`src/rtl/upcounter_tx_sequencer.sv`:
```
// upcounter_tx_sequencer: frames every counter update as a two-byte SPI transfer (LSB, then MSB)
// and owns run/stop, clear, frame select and the stall/overrun flags.  Rev 1.0
`default_nettype none

module upcounter_tx_sequencer #(
   parameter int DONE_TIMEOUT = 4096
) (
   input  logic clk,
   input  logic reset_n,
   input  logic tick,
   input  logic i_btn_runstop,
   input  logic i_btn_clear,
   input  logic i_spi_ready,
   input  logic i_spi_done,
   output logic o_runstop,
   output logic o_clear,
   output logic o_start_LSB,
   output logic o_start_MSB,
   output logic o_spi_start,
   output logic o_ss_n,
   output logic o_busy,
   output logic o_timeout_err,
   output logic o_overrun
);

   typedef enum logic [2:0] {
      IDLE    = 3'd0,
      LATCH_L = 3'd1,
      LOAD_L  = 3'd2,
      WAIT_L  = 3'd3,
      LATCH_M = 3'd4,
      LOAD_M  = 3'd5,
      WAIT_M  = 3'd6,
      GAP     = 3'd7
   } state_t;

   localparam logic [15:0] WAIT_LIMIT = 16'(DONE_TIMEOUT - 1);

   state_t      state;
   logic        pending;
   logic        clear_d;
   logic [15:0] wait_cnt;

   logic clear_ok;
   logic trigger;
   logic timed_out;

   assign clear_ok  = i_btn_clear & ~o_runstop;
   // The clear-triggered frame is delayed so the datapath has already zeroed the counter.
   assign trigger   = (tick & o_runstop) | clear_d;
   assign timed_out = (wait_cnt == WAIT_LIMIT);

   always_ff @(posedge clk or negedge reset_n) begin
      if (!reset_n) begin
         state         <= IDLE;
         pending       <= 1'b0;
         clear_d       <= 1'b0;
         wait_cnt      <= 16'd0;
         o_runstop     <= 1'b0;
         o_clear       <= 1'b0;
         o_start_LSB   <= 1'b0;
         o_start_MSB   <= 1'b0;
         o_spi_start   <= 1'b0;
         o_ss_n        <= 1'b1;
         o_busy        <= 1'b0;
         o_timeout_err <= 1'b0;
         o_overrun     <= 1'b0;
      end else begin
         o_runstop   <= o_runstop ^ i_btn_runstop;
         o_clear     <= clear_ok;
         clear_d     <= o_clear;
         o_start_LSB <= 1'b0;
         o_start_MSB <= 1'b0;
         o_spi_start <= 1'b0;

         if (state != IDLE && trigger) begin
            if (pending)
               o_overrun <= 1'b1;
            else
               pending <= 1'b1;
         end

         case (state)
            IDLE: begin
               if (trigger || pending) begin
                  state       <= LATCH_L;
                  pending     <= 1'b0;
                  o_start_LSB <= 1'b1;
                  o_ss_n      <= 1'b0;
                  o_busy      <= 1'b1;
               end
            end
            LATCH_L: begin
               state       <= LOAD_L;
               wait_cnt    <= 16'd0;
               o_spi_start <= i_spi_ready;
            end
            LOAD_L: begin
               // o_spi_start is registered, so leave only after the pulse has been seen.
               if (o_spi_start) begin
                  state    <= WAIT_L;
                  wait_cnt <= 16'd0;
               end else if (timed_out) begin
                  state         <= GAP;
                  o_ss_n        <= 1'b1;
                  o_timeout_err <= 1'b1;
               end else begin
                  wait_cnt    <= wait_cnt + 16'd1;
                  o_spi_start <= i_spi_ready;
               end
            end
            WAIT_L: begin
               if (i_spi_done) begin
                  state       <= LATCH_M;
                  o_start_MSB <= 1'b1;
               end else if (timed_out) begin
                  state         <= GAP;
                  o_ss_n        <= 1'b1;
                  o_timeout_err <= 1'b1;
               end else begin
                  wait_cnt <= wait_cnt + 16'd1;
               end
            end
            LATCH_M: begin
               state       <= LOAD_M;
               wait_cnt    <= 16'd0;
               o_spi_start <= i_spi_ready;
            end
            LOAD_M: begin
               if (o_spi_start) begin
                  state    <= WAIT_M;
                  wait_cnt <= 16'd0;
               end else if (timed_out) begin
                  state         <= GAP;
                  o_ss_n        <= 1'b1;
                  o_timeout_err <= 1'b1;
               end else begin
                  wait_cnt    <= wait_cnt + 16'd1;
                  o_spi_start <= i_spi_ready;
               end
            end
            WAIT_M: begin
               if (i_spi_done) begin
                  state  <= GAP;
                  o_ss_n <= 1'b1;
               end else if (timed_out) begin
                  state         <= GAP;
                  o_ss_n        <= 1'b1;
                  o_timeout_err <= 1'b1;
               end else begin
                  wait_cnt <= wait_cnt + 16'd1;
               end
            end
            GAP: begin
               state  <= IDLE;
               o_busy <= 1'b0;
            end
            default: begin
               state  <= IDLE;
               o_ss_n <= 1'b1;
               o_busy <= 1'b0;
            end
         endcase

         // A honoured clear wipes the error history, overriding any same-cycle set.
         if (clear_ok) begin
            o_timeout_err <= 1'b0;
            o_overrun     <= 1'b0;
         end
      end
   end

endmodule

`default_nettype wire

```
`config.mk`:
```
export PLATFORM = sky130hd
export DESIGN_NAME = upcounter_tx_sequencer
export DESIGN_NICKNAME = d
export VERILOG_FILES = /design/src/rtl/upcounter_tx_sequencer.sv
export SDC_FILE = /design/constraint.sdc
export NUM_CORES = 1
export LEC_CHECK = 0
export CAP_MARGIN = 20
export CELL_PAD_IN_SITES_DETAIL_PLACEMENT = 0
export CELL_PAD_IN_SITES_GLOBAL_PLACEMENT = 1
export CORE_MARGIN = 5
export CORE_UTILIZATION = 39
export CTS_CLUSTER_SIZE = 40
export DETAILED_ROUTE_END_ITERATION = 16
export PLACE_DENSITY = 0.84
export SYNTH_ARGS = -nofsm -noshare
export SYNTH_HDL_FRONTEND = slang
export SYNTH_SLANG_ARGS = --single-unit
```
`constraint.sdc`:
```
create_clock -name clk -period 1.85 [get_ports clk]
set_input_delay 0.555 -clock clk [delete_from_list [all_inputs] [get_ports clk]]
set_output_delay 0.555 -clock clk [all_outputs]
set_load 0.05 [all_outputs]
```
# After elaboration in Yosys (flattened, before gate mapping)
# Index checks and enable logic that the tools add are counted.
# W data, S select, Z words.
classes:
  eq_ne: 14
  muxes: 37
  addsub: 1
  reduce_logical: 18
  n_bitwise: 5
op_table:
  columns: ["operator", "count"]
  rows:
  - ["$mux W16", 3]
  - ["$pmux W16 S3", 1]
  - ["$pmux W3 S8", 1]
  - ["$mux W1", 22]
  - ["$mux W3", 6]
  - ["$add A16 B1 Y16 const B", 1]
  - ["$eq A16 B12 Y1 const B", 1]
  - ["$eq A3 B3 Y1 const B", 4]
  - ["$reduce_bool A3 Y1", 3]
  - ["$ne A2 B2 Y1 const B", 4]
  - ["$eq A3 B2 Y1 const B", 2]
  - ["$ne A3 B2 Y1 const B", 2]
  - ["$pmux W1 S2", 3]
  - ["$reduce_and A2 Y1", 3]
  - ["$reduce_bool A2 Y1", 3]
  - ["$reduce_or A2 Y1", 3]
  - ["$pmux W1 S4", 1]
  - ["$reduce_and A4 Y1", 1]
  - ["$reduce_bool A4 Y1", 1]
  - ["$eq A3 B1 Y1 const B", 1]
  - ["$logic_not A3 Y1", 1]
  - ["$reduce_and A3 Y1", 1]
  - ["$and A1 B1 Y1", 2]
  - ["$logic_and A1 B1 Y1", 1]
  - ["4 further kinds", 4]
word_totals:
  out_inout_bits: 9
  elab_cells: 88
  inputBits: 7
  ff_bits: 30

# Longest topological paths before layout
depth:
  word_depth: 6
  mapped_depth: 7
  ltp_nobuf: 5

# Worst setup path before layout
# No wires, ideal clock.
synth_path:
  path_type: "input -> register"
  from: "input i_spi_done"
  to: "register wait_cnt[4]"
  t_arrival_ps: 1790
  n_path_buf: 1
  stages: 5
  setup_time_ps: 74
  path_slack_ps: -13
  required_time_ps: 1776
  path_cell_list: "maj3_2 > a21o_1 > buf_6 > or4_4 > a21oi_2"
synth_via:
  elab_chain_len: 2
synth_rtl:
  columns: ["item", "line", "source"]
  rows:
  - ["start: declaration", "14", "input logic i_spi_done,"]
  - ["$ne A2 B2 Y1 (no line)", null, null]
  - ["$reduce_and A2 Y1 (no line)", null, null]
  - ["end signal: assignment", "108", "wait_cnt <= wait_cnt + 16'd1;"]
  - ["end signal: assignment", "121", "wait_cnt <= wait_cnt + 16'd1;"]
  - ["end signal: assignment", "138", "wait_cnt <= wait_cnt + 16'd1;"]
  - ["end: declaration", "42", "logic [15:0] wait_cnt;"]
# Every way passes these cells.
# A chain may end at the register's enable or synchronous reset.

# Final worst setup path
layout_path:
  from: "register state[2]"
  to: "register wait_cnt[2]"
layout_via:
  elab_chain_len: 4
  elab_cells_between_ends: 13
  cone_classes: "eq/ne: 7; mux: 1; reduce/logical: 5"
layout_rtl:
  columns: ["item", "line", "source"]
  rows:
  - ["start: declaration", "39", "state_t state;"]
  - ["start signal: assignment", "55", "state <= IDLE;"]
  - ["start signal: assignment", "86", "state <= LATCH_L;"]
  - ["start signal: assignment", "94", "state <= LOAD_L;"]
  - ["$eq A3 B3 Y1 (tied with other cells)", "83", "case (state)"]
  - ["$reduce_or A2 Y1 (no line)", null, null]
  - ["$ne A2 B2 Y1 (no line) or $reduce_bool A3 Y1 (tied branches)", null, null]
  - ["$reduce_and A2 Y1 (no line)", null, null]
# Several ways; a longest one is shown, not always the timed one.

==> results.md <==
* Final Wtd Congestion at 0.767
* Tcrit/Tclk final at 0.968
* DRT iter0 DRCs at 121
* FF-to-FF setup slack at a little under 0.06 ns
* Max-cap violations at 0
* Area Growth Syn to Fin at 41.3%
* Setup WS post-layout at 0.0591 ns
* Share of cells above drive strength 1 at 0.332
* Vias per Instance at about 5.7
* Ys flop type: dfrtp_1
* Drt pass-1 iters at 4
* Chip height at ~76 um
* Post-synthesis cell area at 1710 um^2
* Fin util at 0.562
* Mean Syn Cell Area at between 9 and 10 um^2
* Min-delay src: o_clear
* Post-synth ARST share at 1.00
* Crit start category: flip-flop
* Initial antenna violation count at 0
* Flops & latches, synth at 30
* Root Driver: clkbuf_8
* Num CTS Buffers at 5
* Rel. slew slack at 0.747
* Hold buffers post-CTS at 0
* Net count after synthesis at between 150 and 200
* Final WL at 4.52 mm
* YS warnings at 0
* Largest cells by area after synthesis: dfrtp_1 (42%), o21ai_0 (4.1%), a21oi_1 (3.8%)
* Seq/Total Area, Yosys at 0.440
* Number of global-route vias before repair at about 1.6k
* Largest regs: wait_cnt x16, state x3
* Status: finished clean
* H-Tree Depth at 2
* GRT Util Overall at 0.165
* Crit path capture: wait_cnt[2]
* R2R cell count at 5
* Worst setup path start: state[2]
* Design Power at roughly 3.6 mW
* Max reg flops at 16
* CTS Sinks at 30
* Synth unique cells at between 40 and 50
* Pleak at 1.02 nW
* Hold Vio Cnt, Final at 0
* Worst skew pair latency at 0.28 ns
* Reg2Reg Launch Point: state[2]
* Syn Inst Count at about 180
* Per-cell routed wire length at roughly 15 um
* Worst clock skew at roughly 0.0055 ns
* Ports at 16
* DP HPWL at 2.95 mm
* Largest register by flop count: wait_cnt
* Post-synth EDFFs at 0
* RR Endpoint: wait_cnt[2]
* Die width at between 70 and 80 um
* Crit path DAT at about 2.0 ns
* CTS max path bufs at 2
* Max Freq at around 560 MHz
* CTS tree: done
* Hold Crit Class: reg -> reg
* Grt total ovfl at 0
* Remaining DRCs at 0
* Peak VDD IR at 617 uV
* Final max-slew violation count at 0
* First-pass GRT wire length at approximately 8.0 mm
* Setup-failing EPs final at 0
* Num rows at 24
* # port buffers at 15
* Post-DP Area at 2210 um^2
* Worst path required time at approximately 2.1 ns
* Pwr Density at about 1500 nW/um^2
* Crit-path max FO at 8
* Clk slew on worst S/H paths at around 0.06 ns
* Antenna Cells at 0
* Crit. End Element: flip-flop
* Die area at approximately 5800 um^2
* Min Tclk post-route at around 1.8 ns
* Core footprint at 4290 um^2
* Worst Setup Path Type: reg -> reg
* Placement Setup Slack at -0.639 ns
* Synth area leader: dfrtp_1
* Final ANT Viol Nets at 0
* Pin slew with the least headroom to its limit at 0.377 ns
* Largest net degree at the start of global routing at 31
* Final Instance Area at around 2400 um^2
* Nets at 248
* Initial core utilization at 0.398
* Yosys top cell area share at 0.425
* Vias at roughly 1.7k
power breakdown:
group          switching [mW]  internal (mW)
clock                   0.235          0.267
combinational            1.19           1.01
sequential              0.134          0.799
critical path, cell delays in order, from the launching register on:
cell     delay (ns)
dfrtp_1        0.41
maj3_2         0.37
a21o_4         0.25
buf_6          0.15
or4_1          0.40
a21oi_1        0.15
synthesized netlist by cell type, drive strengths merged, types with 2 or more instances:
master   number
and3          4
nor3          3
nor2         11
clkbuf        3
a211oi        3
nor4b         2
or3           2
nand4         4
nand2        14
buf           7
a31oi         3
inv           4
nand2b        2
or4           7
a21oi        14
mux2i         6
o31ai         5
o311ai        2
a2bb2oi       2
o21ai        14
nand3         4
o21bai        5
dfrtp        29
nor4          5
and4          3
nor2b         3
kinds of logic after synthesis:
logic type | after synthesis | share of synthesized area
AND/OR/NAND/NOR | 69 | 0.236
AO/OA/AOI/OAI | 59 | 0.226
flip-flops | 30 | 0.440
buffers and inverters | 14 | 0.0432
multiplexers | 6 | 0.0352
adder cells (fa/ha/maj) | 2 | 0.0139
XOR/XNOR | 1 | 0.00513
cell type report:
cell class | count | area [um^2]
Fill cell | 385 | 1880
Inverter | 4 | 15.0
Timing Repair Buffer | 61 | 522
Tap cell | 52 | 65.1
Sequential cell | 30 | 752
Multi-Input combinational cell | 138 | 980
Clock buffer | 8 | 80.1
repair_timing:
action / 4_1_cts / 5_1_grt
gates resized for setup: 10 / 15
buffers inserted: 4 / 0
endpoints found under the setup margin: 19 / 16
pin swaps: 3 / 2
cloned: 1 / 0
stage by stage:
stage	instances	TNS (ns)	hold slack, ns
2_1_floorplan	181	0	0.259
3_3_place_gp	280	-8.55	0.358
3_5_place_dp	280	-8.83	0.366
4_1_cts	293	0	0.376
5_1_grt	293	-0.0356	0.400
6_report	293	0	0.374
metal layers:
layer | wire length (um) | GRT usage | vias to the layer above
met5 | 0 | 0 | -
met4 | 74 | 0.0524 | 0
met3 | 163 | 0.0366 | 6
met2 | 2220 | 0.269 | 32
met1 | 2070 | 0.218 | 808
li1 | - | - | 817
layout by cell type (no fill, tap or decap), types with 5 or more instances in the layout:
cell type and n:
mux2i_1 6, dfrtp_1 29, buf_4 50, o21ai_0 12, clkbuf_8 5, nand2_1 14, nor2_1 11, o21bai_1 5
or4_1 5, a21oi_1 13, clkdlybuf4s50_1 5
worst min path at each step:
stage                    to  depth (start not counted)
CTS                 clear_d                          0
global route        clear_d                          0
global placement    clear_d                          0
finish              clear_d                          0
floorplan           clear_d                          0
detailed placement  clear_d                          0
Note: power is estimated with default switching activity, not from simulation.
